<file path="config.mk">
export PLATFORM = sky130hd
export DESIGN_NAME = gray_seq_monitor
export DESIGN_NICKNAME = d
export VERILOG_FILES = /design/src/rtl/gray_seq_monitor.sv
export SDC_FILE = /design/constraint.sdc
export NUM_CORES = 1
export LEC_CHECK = 0
export CAP_MARGIN = 25
export CORE_ASPECT_RATIO = 1.4
export CORE_MARGIN = 4
export CORE_UTILIZATION = 30
export CTS_CLUSTER_DIAMETER = 100
export DETAILED_ROUTE_END_ITERATION = 8
export GPL_TIMING_DRIVEN = 0
export PLACE_DENSITY = 0.61
export SYNTH_ARGS = -nofsm -noshare
export SYNTH_HDL_FRONTEND = slang
export SYNTH_SLANG_ARGS = --single-unit
</file>
<file path="constraint.sdc">
create_clock -name clk -period 4.2 [get_ports clk]
set_clock_uncertainty 0.2 [all_clocks]
set_input_delay 0.63 -clock clk [delete_from_list [all_inputs] [get_ports clk]]
set_output_delay 0.63 -clock clk [all_outputs]
set_load 0.02 [all_outputs]
</file>
<file path="src/rtl/gray_seq_monitor.sv">
// Gray-code sequence checker: decodes each sample, classifies it as repeat/+1/-1/illegal, tracks position and errors.
// One-cycle registered latency on every output; no back-pressure, every gray_valid cycle is taken unless clr is high.
module gray_seq_monitor #(
    parameter int WIDTH = 4,
    parameter int POS_W = 8,
    parameter int ERR_W = 4
) (
    input  logic             clk,
    input  logic             rst,
    input  logic [WIDTH-1:0] gray_in,
    input  logic             gray_valid,
    input  logic             clr,
    output logic [WIDTH-1:0] bin_out,
    output logic             bin_valid,
    output logic             step_up,
    output logic             step_dn,
    output logic             err,
    output logic [ERR_W-1:0] err_cnt,
    output logic [POS_W-1:0] pos,
    output logic             locked
);

    typedef enum logic [1:0] {
        IDLE  = 2'b00,
        TRACK = 2'b01,
        FAULT = 2'b10
    } state_t;

    state_t           state;
    logic [WIDTH-1:0] last_bin;
    logic [WIDTH-1:0] bin;
    logic [WIDTH-1:0] diff;
    logic             is_rep;
    logic             is_up;
    logic             is_dn;
    logic [ERR_W-1:0] err_cnt_sat;

    // Each binary bit is the XOR of all Gray bits at or above it.
    always_comb begin
        bin = '0;
        for (int i = 0; i < WIDTH; i++) begin
            bin[i] = ^(gray_in >> i);
        end
    end

    assign diff        = bin - last_bin;
    assign is_rep      = (diff == '0);
    assign is_up       = (diff == WIDTH'(1));
    assign is_dn       = (diff == '1);
    assign err_cnt_sat = (err_cnt == '1) ? err_cnt : err_cnt + ERR_W'(1);

    always_ff @(posedge clk or posedge rst) begin
        if (rst) begin
            state     <= IDLE;
            last_bin  <= '0;
            bin_out   <= '0;
            bin_valid <= 1'b0;
            step_up   <= 1'b0;
            step_dn   <= 1'b0;
            err       <= 1'b0;
            err_cnt   <= '0;
            pos       <= '0;
            locked    <= 1'b0;
        end else begin
            bin_valid <= 1'b0;
            step_up   <= 1'b0;
            step_dn   <= 1'b0;
            err       <= 1'b0;
            if (clr) begin
                // bin_out deliberately holds across a clear
                state   <= IDLE;
                pos     <= '0;
                err_cnt <= '0;
                locked  <= 1'b0;
            end else if (gray_valid) begin
                bin_out   <= bin;
                last_bin  <= bin;
                bin_valid <= 1'b1;
                case (state)
                    IDLE: begin
                        state  <= TRACK;
                        locked <= 1'b1;
                    end
                    TRACK: begin
                        if (is_up) begin
                            step_up <= 1'b1;
                            pos     <= pos + POS_W'(1);
                        end else if (is_dn) begin
                            step_dn <= 1'b1;
                            pos     <= pos - POS_W'(1);
                        end else if (!is_rep) begin
                            err     <= 1'b1;
                            err_cnt <= err_cnt_sat;
                            state   <= FAULT;
                            locked  <= 1'b0;
                        end
                    end
                    FAULT: begin
                        if (!(is_rep || is_up || is_dn)) begin
                            err     <= 1'b1;
                            err_cnt <= err_cnt_sat;
                        end
                    end
                    default: begin
                        state  <= IDLE;
                        locked <= 1'b0;
                    end
                endcase
            end
        end
    end

endmodule

</file>
### Word level (Yosys, flattened, before mapping)

Index checks and enable logic that the tools add are counted.

| storage, ports and cells | value |
|---|---|
| bits of input ports | 8 |
| register bits after elaboration | 23 |
| output and inout bits | 21 |
| logic and storage cells | 83 |

| cells by class | value |
|---|---|
| reductions and logical operators | 16 |
| bitwise operators | 1 |
| mux-type cells | 43 |
| equality and inequality tests | 10 |
| $add $sub $neg | 4 |

Operators by type and width:

| cell | count |
|---|---|
| $mux 8 | 5 |
| $mux 4 | 7 |
| $mux 1 | 22 |
| $reduce_xor 4->1 | 4 |
| $ne 3x3->1 const B | 4 |
| $mux 2 | 5 |
| $add 8x1->8 const B | 1 |
| $eq 4x4->1 const B | 2 |
| $pmux 4 s2 | 1 |
| $sub 8x1->8 const B | 1 |
| $pmux 2 s3 | 1 |
| $reduce_and 6->1 | 1 |
| $reduce_bool 3->1 | 2 |
| $reduce_and 5->1 | 1 |
| $add 4x1->4 const B | 1 |
| $eq 4x1->1 const B | 1 |
| $logic_not 4->1 | 1 |
| $reduce_bool 2->1 | 2 |
| $sub 4x4->4 | 1 |
| $pmux 1 s3 | 1 |
| $reduce_and 3->1 | 1 |
| $eq 2x1->1 const B | 1 |
| $eq 2x2->1 const B | 1 |
| $logic_not 2->1 | 1 |
| 5 further kinds | 6 |

### Logic depth before layout (Yosys ltp)

Gate-level depths: netlist of run 1.

| logic depth | value |
|---|---|
| word-level depth | 9 |
| mapped depth | 17 |

### Worst setup path after synthesis of run 1

No wires, ideal clock.

| timing | value |
|---|---|
| path type | in2reg |
| start | in gray_in[3] |
| end | reg pos[7] |
| cell stages on the path | 15 |
| setup slack | -258 ps |
| data arrival time | 4134 ps |
| library setup time | 125 ps |
| path buffers | 0 |
| data required time | 3875 ps |
| path through | xor2_1 -> xnor2_1 -> xor2_1 -> ha_1 -> and3b_1 -> or3_4 -> a211o_4 -> or2_4 -> ha_1 -> a21o_1 -> a21oi_1 -> o21ai_0 -> a31oi_1 -> mux2i_1 -> mux2_2 |

| on the way | value |
|---|---|
| longest elaborated chain between the ends | 7 |
| elaborated cells on any way between the ends | 13 |
| those cells by class | add/sub: 1; eq/ne: 2; mux: 4; reduce/logical: 6 |

Ends and longest elaborated chain:

| what | RTL line | RTL |
|---|---|---|
| from (decl) | 10 | `input logic [WIDTH-1:0] gray_in,` |
| $reduce_xor 4->1 | 42 | `bin[i] = ^(gray_in >> i);` |
| $sub 4x4->4 (*) | 46 | `assign diff = bin - last_bin;` |
| $eq 4x1->1 | 48 | `assign is_up = (diff == WIDTH'(1));` |
| $mux 8 | 85 | `if (is_up) begin` |
| $mux 8 | 79 | `case (state)` |
| $mux 8 | 75 | `end else if (gray_valid) begin` |
| $mux 8 | 69 | `if (clr) begin` |
| to (signal assigned) | 87 | `pos <= pos + POS_W'(1);` |
| to (signal assigned) | 90 | `pos <= pos - POS_W'(1);` |
| to (decl) | 19 | `output logic [POS_W-1:0] pos,` |

Mark *: on every way between the ends. The rest lies on a longest branch, timed or not. The select of a mux whose other input is x is not followed.
A chain may end at the register's enable or synchronous reset.

### Final worst setup path of run 1

| timing | value |
|---|---|
| start | in gray_in[2] |
| end | reg pos[7] |

| on the way | value |
|---|---|
| longest elaborated chain between the ends | 7 |
| elaborated cells on any way between the ends | 12 |
| those cells by class | add/sub: 1; eq/ne: 2; mux: 4; reduce/logical: 5 |

Ends and longest elaborated chain:

| what | RTL line | RTL |
|---|---|---|
| $reduce_xor 4->1 (*) | 42 |  |
| named net bin[2] | 31 | `logic [WIDTH-1:0] bin;` |
| $sub 4x4->4 (*) | 46 |  |
| $eq 4x1->1 | 48 |  |
| $mux 8 | 85 |  |
| $mux 8 | 79 |  |
| $mux 8 | 75 |  |
| $mux 8 | 69 |  |

The timed path passes the listed nets; every way through them passes the cells marked *. The select of a mux whose other input is x is not followed.

==> metrics.md, run 1 <==
| Metric | Value |
|---|---|
| Status | completed |
| Sequential share of power | 0.329 |
| Final Cell Area | 2050 µm² |
| CP max stage delay | 0.37 ns |
| Worst Setup Start Kind | primary input |
| Total track usage | 0.112 |
| Pleak | approximately 0.92 nW |
| Peak Freq | between 0.2 and 0.25 GHz |
| Core box area | 4640 µm² |
| Family with the most delay on the worst path | compound AO/OA/AOI/OAI gates |
| Largest net degree at the start of global routing | 23 |
| Routed len/inst | approximately 12 µm |
| Final Cycle Share | 0.994 |
| Syn avg cell area | 9.91 µm² |
| Crit Path Class | in -> reg |
| Num CTS Buffers | 3 |
| DRT Pass-1 Iters | 3 |
| Hold path depth | 2 |
| Crit path max fanout | 6 |
| Post-Route WL | 3120 µm |
| Initial antenna violation count | 0 |
| Cells on worst reg2reg path | 13 |
| Worst setup EP type | flop |
| Initial Util | 0.316 |
| Synth Register Bits | 22 |
| Worst path bufs/invs | 1 |
| Antenna Nets Post-Route | 0 |
| Final setup margin | between 0.02 and 0.025 ns |
| Worst path cell trace | buf_8 > xor2_4 > xnor2_2 > xor2_1 > ha_2 > and3b_1 > or3_4 > a211o_4 > or2_4 > ha_4 > a21o_1 > a21oi_2 > o21ai_2 > a31oi_1 > mux2i_1 > mux2_2 |
| Placer Congestion | around 0.76 |
| Post-Syn Area | 1470 µm² |
| Area after DPL | ~1900 µm² |
| Syn nets | 172 |
| Final setup fails | 0 |
| Slowest-stage cell, CP | or3_4 |
| Ys async rst share | 1.00 |
| Hpwl dp | around 2300 µm |
| P&R area growth vs syn | 39.8% |
| Share of cells above drive strength 1 | 0.206 |
| Io pins | 29 |
| Post-Syn Instances | 148 |
| Worst slew margin | 0.419 |
| Pre-CTS setup slack | -0.895 ns |
| Antenna fix cells | 0 |
| Post-synth top flop | dfrtp_1 |
| Root Buffer | clkbuf_8 |
| Worst hold path type | reg -> reg |
| Unrepaired setup endpoints after global routing | yes |
| Worst slew pin tran | 0.871 ns |
| Deepest clock path buffer count | 2 |
| Min-delay src | last_bin[3]$_DFFE_PP0P_ |
| Warnings, synthesis | 0 |
| Combinational share of power | 0.466 |
| Post-synth EDFFs | 0 |
| Reg2reg setup slack | 0.54 ns |
| Vias in the first global route | 1,209 |
| Vias | approximately 1,200 |
| H-tree depth | 1 |
| WP data arrival | about 4.1 ns |
| Site Rows | 29 |
| First-pass GRT wire length | 5400 µm |
| RR Startpoint | last_bin[2]$_DFFE_PP0P_ |
| Sequential area share after synthesis | 0.375 |
| Residual DRC count | 0 |
| Slew Viols, Final | 0 |
| Clock Sinks | 22 |
| Int Pwr | 0.484 mW |
| Fin crit period | 4.18 ns |
| Worst vdd ir | 0.000141 V |
| Die X | 67.1 µm |
| Hold path endpoint | last_bin[3]$_DFFE_PP0P_ |
| Net Sw Frac | 0.353 |
| Clock power frac | 0.205 |
| Post-synthesis cell type count | 33 |
| Psw | around 0.26 mW |
| Max Cap Viol | 0 |
| Reg-to-Reg End | pos[7]$_DFFE_PP0P_ |
| Grt ovf | 0 |
| Die height | roughly 90 µm |
| Nets@finish | 214 |
| CTS tree | built |
| I/O Buffers | 27 |
| CTS Hold Bufs | 0 |
| Via-to-Cell Ratio | 4.63 |
| Final Hold Vio Count | 0 |
| Area of the die | 6090 µm² |
| WP data required | 4.15 ns |
| Cell Pwr Density | approximately 370 nW/µm² |
| DR iter-0 viols | 52 |
| CTS clock-pin slew for the worst setup and hold paths | 0.08 ns |
| Clk_lat worst skew | 0.26 ns |
[worst max path at each step]
stage | startpoint | end | slack (ns) | cells after the start
floorplan | gray_in[3] | pos[7]$_DFFE_PP0P_ | -0.02 | 15
CTS | gray_in[3] | pos[7]$_DFFE_PP0P_ | 0.0007 | 16
global placement | gray_in[3] | pos[7]$_DFFE_PP0P_ | -0.89 | 16
global route | gray_in[2] | pos[7]$_DFFE_PP0P_ | -0.15 | 16
finish | gray_in[2] | pos[7]$_DFFE_PP0P_ | 0.02 | 16
detailed placement | gray_in[3] | pos[7]$_DFFE_PP0P_ | -0.90 | 16
[logic make-up (layout without fill, tap and decap cells)]
kind of cell             after synthesis  count (layout)  share of synthesized area
AND/OR/NAND/NOR                       50              50                      0.180
AO/OA/AOI/OAI                         27              27                      0.140
flip-flops                            22              22                      0.375
adder cells (fa/ha/maj)               16              16                      0.147
buffers and inverters                 14              55                     0.0358
XOR/XNOR                              11              11                     0.0657
multiplexers                           8               8                     0.0563
[worst reg2reg max path: stages (launching register included)]
cell,delay (ns)
dfrtp_1,0.36
inv_1,0.06
ha_1,0.35
and3b_1,0.22
or3_4,0.37
a211o_4,0.33
or2_4,0.30
ha_4,0.26
a21o_1,0.18
a21oi_2,0.13
o21ai_2,0.08
a31oi_1,0.16
mux2i_1,0.21
mux2_2,0.35
[placed cells by master, fill, tap and decap left out, types with 3 or more instances in the layout]
| cell type | instances |
|---|---|
| clkdlybuf4s50_1 | 24 |
| dfrtp_1 | 22 |
| nor2_1 | 17 |
| inv_1 | 12 |
| nand2_1 | 11 |
| buf_4 | 10 |
| ha_1 | 9 |
| nand2b_1 | 7 |
| o21ai_0 | 6 |
| mux2i_1 | 6 |
| xnor2_1 | 5 |
| nor2b_1 | 4 |
| a21oi_1 | 4 |
| ha_4 | 4 |
| clkbuf_8 | 4 |
| a21o_1 | 3 |
| a22o_1 | 3 |
| xor2_1 | 3 |
[power by group through the flow]
| stage | registers (mW) | clock network (mW) | logic (mW) |
|---|---|---|---|
| after global routing | 0.249 | 0.169 | 0.388 |
| after global placement | 0.249 | 0 | 0.302 |
| after CTS | 0.246 | 0.160 | 0.335 |
| final | 0.246 | 0.153 | 0.349 |
| after detailed placement | 0.249 | 0 | 0.307 |
| after floorplan | 0.267 | 0 | 0.208 |
[layout make-up]
class / count / area, µm²
fillers: 489 / 2590
multi-input cells: 112 / 963
flip-flops and latches: 22 / 551
repair buffers: 37 / 350
well taps: 62 / 77.6
clock buffers: 4 / 55.1
inverters: 12 / 45.0
plain buffers: 2 / 7.51
[routing by layer]
layer  vias to the layer above  wire, µm  track usage
met5                         -         0            0
met4                         0        55       0.0406
met3                         5        47       0.0149
li1                        583         -            -
met1                       558      1330        0.132
met2                        15      1700        0.200
[sequential cells by signal, summed over array words and instances, names as in the netlist]
| register | cells |
|---|---|
| step_up | 1 |
| err | 1 |
| pos | 8 |
| err_cnt | 4 |
| locked | 1 |
| last_bin | 4 |
| bin_valid | 1 |
| step_dn | 1 |
| state | 1 |
[through the flow]
stage	hold WS, ns	power [mW]	instances	util	TNS [ns]
global placement	0.305	0.552	237	0.402	-3.29
global route	0.373	0.807	251	0.441	-0.158
CTS	0.331	0.741	247	0.429	0
floorplan	0.336	0.475	148	-	-0.0204
finish	0.329	0.748	251	0.441	0
detailed placement	0.311	0.557	237	0.402	-3.50
[Yosys cell counts, drive strengths merged (3+ instances only)]
library cell | count | area, µm²
inv | 12 | 45.0
nor2 | 17 | 63.8
dfrtp | 22 | 551
a21oi | 7 | 46.3
ha | 14 | 175
mux2i | 6 | 60.1
nor2b | 4 | 25.0
nand2 | 11 | 41.3
a21o | 3 | 22.5
nand2b | 7 | 43.8
a22o | 3 | 26.3
o21ai | 7 | 35.0
xnor2 | 6 | 52.6
xor2 | 5 | 43.8
[what timing repair did]
item,4_1_cts,5_1_grt
resized for setup,17,5
setup endpoints to repair,5,1
pin swaps,9,11
gates cloned,0,0
buffers inserted,6,4
Note: power is estimated with default switching activity, not from simulation.
==> run 2, diff against run 1 <==
--- a/config.mk
+++ b/config.mk
@@ -9,10 +9,10 @@
 export CORE_ASPECT_RATIO = 1.4
 export CORE_MARGIN = 4
 export CORE_UTILIZATION = 30
-export CTS_CLUSTER_DIAMETER = 100
 export DETAILED_ROUTE_END_ITERATION = 8
+export DONT_BUFFER_PORTS = 1
 export GPL_TIMING_DRIVEN = 0
-export PLACE_DENSITY = 0.61
+export PLACE_DENSITY = 0.54
 export SYNTH_ARGS = -nofsm -noshare
 export SYNTH_HDL_FRONTEND = slang
 export SYNTH_SLANG_ARGS = --single-unit
==> run 2 against run 1 <==
Effect of this change: maximum frequency is 2.3% higher; critical path depth down 1; setup slack better by 0.094 ns; largest cell class unchanged; die area did not move; sequential power rose by 8.9%; first-iteration DRC count down 46%; utilization shrank 7.6 points.
==> metrics.md, run 2 (synthesis results as in run 1) <==
| Metric | Value |
|---|---|
| CTS clock-pin slew for the worst setup and hold paths | 0.09 ns (was 0.08 ns) |
| Worst slew pin tran | 0.902 ns (was 0.871 ns) |
| CP max stage delay | 0.38 ns (was 0.37 ns) |
| Worst slew margin | 0.398 (was 0.419) |
| Worst hold path type | in -> async (was reg -> reg) |
| Fin crit period | 4.08 ns (was 4.18 ns) |
| Slew Viols, Final | 0 (unchanged) |
| Grt ovf | 0 (unchanged) |
| Peak Freq | 0.245 GHz (was 0.240 GHz) |
| Vias | 1,028 (was 1,161) |
| CP endpoint | pos[7]$_DFFE_PP0P_ (unchanged) |
| First-pass GRT wire length | 5010 µm (was 5400 µm) |
| Cells on worst reg2reg path | 13 (unchanged) |
| Crit Path Class | in -> reg (unchanged) |
| Total track usage | 0.107 (was 0.112) |
| Crit path max fanout | 7 (was 6) |
| Worst vdd ir | 0.000141 V (about the same) |
| Worst Setup Start Kind | primary input (unchanged) |
| Crit path from | gray_in[3] (was gray_in[2]) |
| Die X | 67.1 µm (unchanged) |
| Root Buffer | clkbuf_8 (unchanged) |
| Residual DRC count | 0 (unchanged) |
| Io pins | 29 (unchanged) |
| Die height | 90.7 µm (unchanged) |
| Antenna Nets Post-Route | 0 (unchanged) |
| Initial antenna violation count | 0 (unchanged) |
| Most frequent cells in the layout | dfrtp_1, nor2_1, inv_1 (was clkdlybuf4s50_1, dfrtp_1, nor2_1) |
| Post-Route WL | 2990 µm (was 3120 µm) |
| H-tree depth | 1 (unchanged) |
| Status | completed (unchanged) |
| Worst path cell trace | xor2_4 > xnor2_2 > xor2_1 > ha_2 > and3b_1 > or3_4 > a211o_4 > or2_4 > ha_4 > a21o_1 > a21oi_2 > o21ai_2 > a31oi_1 > mux2i_1 > mux2_2 (was buf_8 > xor2_4 > xnor2_2 > xor2_1 > ha_2 > and3b_1 > or3_4 > a211o_4 > or2_4 > ha_4 > a21o_1 > a21oi_2 > o21ai_2 > a31oi_1 > mux2i_1 > mux2_2) |
| Clock Sinks | 22 (unchanged) |
| Final setup fails | 0 (unchanged) |
| Worst path bufs/invs | 0 (was 1) |
| CTS tree | built (unchanged) |
| Deepest clock path buffer count | 2 (unchanged) |
| Biggest regs | pos (8), err_cnt (4), last_bin (4) (unchanged) |
| Pleak | 0.779 nW (was 0.916 nW) |
| Reg-to-Reg End | pos[7]$_DFFE_PP0P_ (unchanged) |
| Slowest-stage cell, CP | or3_4 (unchanged) |
| Nets@finish | 180 (was 214) |
| Share of cells above drive strength 1 | 0.181 (was 0.206) |
| Cell Pwr Density | 406 nW/µm² (was 365 nW/µm²) |
| Max Cap Viol | 0 (unchanged) |
| Number of flip-flops in the largest register | 8 (unchanged) |
| Most common cell after layout, fill and taps aside | dfrtp_1 (was clkdlybuf4s50_1) |
| I/O Buffers | 0 (was 27) |
| WP data required | 4.16 ns (was 4.15 ns) |
| Worst setup EP type | flop (unchanged) |
| Antenna fix cells | 0 (unchanged) |
| Area after DPL | 1600 µm² (was 1870 µm²) |
| Hpwl dp | 2340 µm (about the same) |
| PnR Total Power | 0.688 mW (was 0.748 mW) |
| Family with the most delay on the worst path | compound AO/OA/AOI/OAI gates (unchanged) |
| Via-to-Cell Ratio | 4.74 (was 4.63) |
| Top reg by flops | pos (unchanged) |
| DR iter-0 viols | 28 (was 52) |
| Core box area | 4640 µm² (unchanged) |
| Final Hold Vio Count | 0 (unchanged) |
| CP Depth | 15 (was 16) |
| DRT Pass-1 Iters | 4 (was 3) |
| Placer Congestion | 0.757 (was 0.762) |
| RR Startpoint | last_bin[2]$_DFFE_PP0P_ (unchanged) |
| Largest net degree at the start of global routing | 23 (unchanged) |
| Final Cycle Share | 0.972 (was 0.994) |
| Site Rows | 29 (unchanged) |
| Num CTS Buffers | 3 (unchanged) |
| Routed len/inst | 13.8 µm (was 12.4 µm) |
| WP data arrival | 4.04 ns (was 4.13 ns) |
| Clk_lat worst skew | 0.27 ns (was 0.26 ns) |
| P&R area growth vs syn | 15.7% (was 39.8%) |
| Vias in the first global route | 1,104 (was 1,209) |
| Area of the die | 6090 µm² (unchanged) |
| Final Cell Area | 1700 µm² (was 2050 µm²) |
| Initial Util | 0.316 (unchanged) |
| Reg2reg setup slack | 0.31 ns (was 0.54 ns) |
## run 2: cell count changes in the layout (fill, tap and decap cells not counted), moves of 2 or more
cell	delta
ha_4	-2
buf_4	-7
ha_1	+2
clkdlybuf4s50_1	-24
## run 2: metrics by stage
step / hold slack [ns] / util / instances / setup slack (ns) / setup TNS (ns)
floorplan: 0.336 / - / 148 / -0.0204 / -0.0204
global placement: 0.364 / 0.343 / 210 / -0.205 / -0.256
detailed placement: 0.377 / 0.343 / 210 / -0.216 / -0.338
CTS: 0.266 / 0.355 / 214 / 0.0567 / 0
global route: 0.264 / 0.365 / 217 / -0.00699 / -0.00699
finish: 0.236 / 0.365 / 217 / 0.119 / 0
## run 2: final cells by class
cell class / instances / area, µm²
clock buffer: 4 / 55.1
fill: 500 / 2950
inverter: 12 / 45.0
buffer: 2 / 7.51
timing repair buffer: 3 / 22.5
multi-input combinational: 112 / 938
sequential: 22 / 551
tap: 62 / 77.6
## run 2: routing by layer
layer  global-route usage  share of wire
met2                0.198           0.56
met1                0.109           0.39
met4               0.0457          0.018
met5                    0              0
met3               0.0262          0.040
## run 2: worst min-delay path by stage
stage | from | endpoint | slack, ns
floorplan | state[1]$_DFFE_PP0P_ | state[1]$_DFFE_PP0P_ | 0.34
global placement | state[1]$_DFFE_PP0P_ | state[1]$_DFFE_PP0P_ | 0.36
detailed placement | state[1]$_DFFE_PP0P_ | state[1]$_DFFE_PP0P_ | 0.38
CTS | rst | last_bin[0]$_DFFE_PP0P_ | 0.27
global route | gray_in[3] | last_bin[3]$_DFFE_PP0P_ | 0.26
finish | rst | pos[5]$_DFFE_PP0P_ | 0.24
## run 2: worst register-to-register path, delay by kind of cell (launching register included)
kind,cells,cell delay [ns]
mux,2,0.57
flops,1,0.47
simple gates,3,0.88
fa+ha+maj,2,0.63
compound gates,5,0.93
buf+inv,1,0.09
## run 2: timing repair
action / CTS / global route
setup buffers: 0 / 3
hold buffers: 0 / 0
resized for setup: 0 / 4
endpoints found under the hold margin: 0 / 0
endpoints found under the setup margin: 0 / 1
## run 2: power breakdown
part           leakage [nW]  switching (mW)  internal (mW)
clock                0.0288          0.0753         0.0838
combinational         0.452           0.141          0.120
sequential            0.298          0.0395          0.228
total                 0.779           0.256          0.432
==> patch 1, RTL diff (settings of run 2) <==
Register the inputs `gray_in`, `gray_valid` and `clr` before use, cleared by the reset. The logic sees them one clock later. Comments in the files are not updated.
--- a/src/rtl/gray_seq_monitor.sv
+++ b/src/rtl/gray_seq_monitor.sv
@@ -26,6 +26,22 @@
         FAULT = 2'b10
     } state_t;
 
+    logic [WIDTH-1:0] gray_q;
+    logic gray_valid_q;
+    logic clr_q;
+
+    always_ff @(posedge clk or posedge rst) begin
+        if (rst) begin
+            gray_q       <= '0;
+            gray_valid_q <= '0;
+            clr_q        <= '0;
+        end else begin
+            gray_q       <= gray_in;
+            gray_valid_q <= gray_valid;
+            clr_q        <= clr;
+        end
+    end
+
     state_t           state;
     logic [WIDTH-1:0] last_bin;
     logic [WIDTH-1:0] bin;
@@ -39,7 +55,7 @@
     always_comb begin
         bin = '0;
         for (int i = 0; i < WIDTH; i++) begin
-            bin[i] = ^(gray_in >> i);
+            bin[i] = ^(gray_q >> i);
         end
     end
 
@@ -66,13 +82,13 @@
             step_up   <= 1'b0;
             step_dn   <= 1'b0;
             err       <= 1'b0;
-            if (clr) begin
+            if (clr_q) begin
                 // bin_out deliberately holds across a clear
                 state   <= IDLE;
                 pos     <= '0;
                 err_cnt <= '0;
                 locked  <= 1'b0;
-            end else if (gray_valid) begin
+            end else if (gray_valid_q) begin
                 bin_out   <= bin;
                 last_bin  <= bin;
                 bin_valid <= 1'b1;
Check against the original RTL: not equivalent (a bounded check fails within 4 cycles, from zero or initial values and one cycle with rst high).
==> patch 1 against run 2 <==
- routed wire length grew 10%
- area after synthesis grew 14%
- total power grew 20%
- first-iteration DRC count shrank 61%
- highest routed layer unchanged
- die area grew 13%
- utilization grew 1.0 points
- cell area grew 18%
- combinational power grew 26%
- non-clock buffer count grew 8
- sequential cell count grew 6
- register-to-register slack lost 110 ps
- setup slack gained 83 ps
- largest power group is now combinational cells
- sequential power grew 22%
==> patch 1: results (changes against run 2) <==
Vias per cell - 4.83 (+2.0%)
Post-DP HPWL - 2590 um (+11%)
Drt initial violations - 11 (-61%)
Post-Synthesis Cells - 165 (+11%)
Layout cells sized above 1 - 20.8% (+2.7 points)
Vias in the first global route - 1232 (+12%)
Distinct cells, synth - 38 (+15%)
Largest net degree at the start of global routing - 19 (-17%)
DP Area - 1790 sq um (+12%)
Die ar. - 6860 sq um (+13%)
VDD IR max - 0.000187 V (+33%)
Wirelength per Cell - 13.5 um (-1.9%)
Smallest hold slack - 59.7 ps (-177 ps)
Power, Total - 0.000825 W (+20%)
Dpl cells - 232 (+10%)
Setup WS pre-CTS - -487 ps (-271 ps)
Leak - 0.927 nW (+19%)
Comb power frac - 40.0% (+2.0 points)
Nets - 203 (+13%)
Syn Nets - 189 (+9.9%)
Yosys warns - 0 (unchanged)
Status - completed
Ys async rst share - 100% (unchanged)
First-pass GRT wire length - 5620 um (+12%)
Arrival time worst endpoint - 3970 ps (-70 ps)
Routability Congestion - 0.769 (+1.5%)
CTS HTree Levels - 1 (unchanged)
Fillers - 532 (+6.4%)
Top fanout value on the critical path - 6 (-1)
Slew HR - 65.5% (+26 points)
Gr usage total - 10.2% (-0.58 points)
Initial DRT Pass Iterations - 3 (-1)
Max-cap viol count - 0 (unchanged)
Clock-net power - 0.000167 W (+5%)
Post-synth top cells - dfrtp_1 (28), nor2_1 (16), ha_1 (14)
Sw frac - 36.4% (-0.81 points)
Leading post-synthesis cells by cell area - dfrtp_1 (42%), ha_1 (10%), mux2i_1 (3.6%)
Fin cells - 244 (+12%)
Register area share after synthesis - 41.8% (+4.3 points)
Post-route cell area - 1990 sq um (+18%)
## patch 1: kinds of logic (layout without fill, tap and decap cells)
kind of cell	count (synthesis)	after routing	synth area share, %
flip-flops	28	28	41.8
adder cells (fa/ha/maj)	16	16	12.8
buffers and inverters	17	30	4.26
AND/OR/NAND/NOR	48	48	14.4
XOR/XNOR	11	11	5.75
AO/OA/AOI/OAI	36	36	15.3
multiplexers	9	9	5.60
## patch 1: worst paths after layout
check	startpoint	to	slack (ps)	depth (start not counted)
max in group asynchronous	rst	gray_q[3]	3270	2
worst min-delay path	rst	pos[4]	60	1
min in group clk	gray_in[3]	gray_q[3]	170	0
worst max register to register	gray_q[3]	pos[7]	200	16
worst min register to register	state[1]	state[1]	370	2
worst max-delay path	gray_q[3]	pos[7]	200	16
## patch 1: cell type report
cell class	instances	area share, %
Timing Repair Buffer	9	4.39
Tap cell	66	4.14
Clock buffer	4	2.76
Buffer	4	1.13
Sequential cell	28	35.2
Inverter	13	2.45
Multi-Input combinational cell	120	49.9
## patch 1: worst max-delay path, stage by stage (launching register included)
cell	delay (ps)
dfrtp_2	450
xor2_4	200
xnor2_2	170
xor2_1	200
ha_2	220
inv_2	40
fa_2	360
xor2_2	170
nor2_2	140
a21boi_4	220
nand2b_4	110
buf_4	150
ha_1	320
a21o_1	210
a31oi_2	170
mux2i_1	230
mux2_1	330
## patch 1: metal layers
| layer | wire [um] | vias up | global-route usage [%] |
|---|---|---|---|
| met4 | 48 | 0 | 3.29 |
| li1 | - | 598 | - |
| met2 | 1750 | 19 | 19.9 |
| met3 | 166 | 5 | 2.48 |
| met1 | 1330 | 557 | 10.4 |
| met5 | 0 | - | 0 |
## patch 1: what timing repair did
action,CTS,global route
pin swaps,3,9
resized for setup,9,11
buffers inserted,3,5
setup endpoints to repair,3,2
==> patch 2, RTL diff (config.mk and constraints of run 2) <==
Without the edit above. Set the parameter `ERR_W` to 3 (it was 4).
--- a/src/rtl/gray_seq_monitor.sv
+++ b/src/rtl/gray_seq_monitor.sv
@@ -3,7 +3,7 @@
 module gray_seq_monitor #(
     parameter int WIDTH = 4,
     parameter int POS_W = 8,
-    parameter int ERR_W = 4
+    parameter int ERR_W = 3
 ) (
     input  logic             clk,
     input  logic             rst,
Interface: changed (resized err_cnt); port bits go from 29 to 28. No check against the original RTL was run, so the function may have changed too.
==> patch 2 against run 2 <==
- count of clock-buffer cells in the layout is the same
- via count shrank 1.1%
- register-to-register slack gained 250 ps
- routed wire length shrank 0.47%
- sequential cell count shrank 1
- setup slack lost 47 ps
- largest cell class unchanged
- cell area shrank 3.2%
- global-route usage shrank 0.15 points
- area after synthesis shrank 8.3%
- total power shrank 4.9%
==> patch 2: results (changes against run 2) <==
Wirelength per Cell - 14.1 um (+2.4%)
Largest net degree at the start of global routing - 22 (-4.3%)
Status - completed
Leading post-synthesis cells by cell area - dfrtp_1 (39%), ha_1 (14%), nor2_1 (4.2%)
CTS HTree Levels - 1 (unchanged)
Family with the most delay on the worst path - simple AND/OR/NAND/NOR gates
Top fanout value on the critical path - 6 (-1)
Sequential cell area - 526 sq um (-4.5%)
Area of the multi-input gates - 875 sq um (-6.8%)
Reg2Reg Depth - 14 (+1)
Post-DP HPWL - 2180 um (-7.1%)
Clk cell area share - 2.74% (-0.50 points)
First-pass GRT wire length - 4730 um (-5.5%)
R2R Path Start - last_bin[0]
Reg2Reg Setup Slack - 560 ps (+250 ps)
Syn Nets - 164 (-4.7%)
Gr usage total - 10.6% (-0.15 points)
Vias - 1017 (-1.1%)
Tightest Pin Transition - 797 ps (-105 ps)
Buffers excl. clock - 10 (+5)
Non-clk invs - 14 (+2)
Routability Congestion - 0.825 (+8.9%)
Dpl cells - 199 (-5.2%)
Fin cells - 211 (-2.8%)
Vias in the first global route - 1058 (-4.2%)
Buffer share of cell area - 4.19% (+2.4 points)
Multi-input comb cells - 102 (-8.9%)
Leak - 0.785 nW (+0.84%)
FF+latch count, synth - 21 (-4.5%)
Layout cells sized above 1 - 21.2% (+3.1 points)
Arrival time worst endpoint - 4080 ps (+40 ps)
Post-Synthesis Cells - 139 (-6.1%)
R2R Path End - pos[6]
Slowest-stage cell, CP - or3_1
patch 2: changes by cell type after synthesis, moves of 2 or more:
| cell | delta |
|---|---|
| nand2b_1 | -5 |
| or3_1 | +3 |
| a22o_1 | +2 |
| inv_1 | +2 |
| mux2i_1 | -2 |
| nand2_1 | +2 |
| nand3_1 | -2 |
| nor2_1 | -2 |
| nor3_1 | -2 |
| o21ai_0 | -2 |
| o221ai_1 | +2 |
| xnor2_1 | -2 |
patch 2: metal layers:
layer	global-route usage (%)	part of all wire [%]	up-vias	wire (um)
li1	-	-	494	-
met1	11.9	41	498	1220
met2	19.5	53	21	1590
met3	2.71	4.5	4	134
met4	3.08	0.94	0	28
met5	0	0	-	0
patch 2: power breakdown:
part | switching (W) | leakage, nW | internal, W
Sequential | 0.0000365 | 0.284 | 0.000218
Combinational | 0.000137 | 0.479 | 0.000128
Clock | 0.0000682 | 0.0228 | 0.0000676
patch 2: repair_timing:
item                                    in CTS  in global routing
buffers inserted                             0                  8
endpoints found under the setup margin       1                  2
hold buffers                                 0                  0
resized for setup                            2                 13
hold endpoints to repair                     0                  0
pin swaps                                    1                 14
patch 2: kinds of logic (layout without fill, tap and decap cells):
group           after synthesis  in the layout  share of synthesized area (%)
xor+xnor                      9              9                           5.86
simple gates                 41             41                           14.0
compound gates               29             29                           14.9
fa+ha+maj                    17             17                           16.9
buf+inv                      16             28                           4.56
mux                           6              6                           4.65
flops                        21             21                           39.1
patch 2: metrics by stage:
stage / TNS (ps) / area, sq um / setup WS (ps) / util [%]
floorplan: 0 / 1390 / 23.3 / -
global placement: -471 / 1470 / -246 / 34.3
detailed placement: -527 / 1470 / -315 / 34.3
CTS: 0 / 1510 / 28.2 / 35.3
global route: -140 / 1640 / -88.3 / 38.4
finish: 0 / 1640 / 71.9 / 38.4
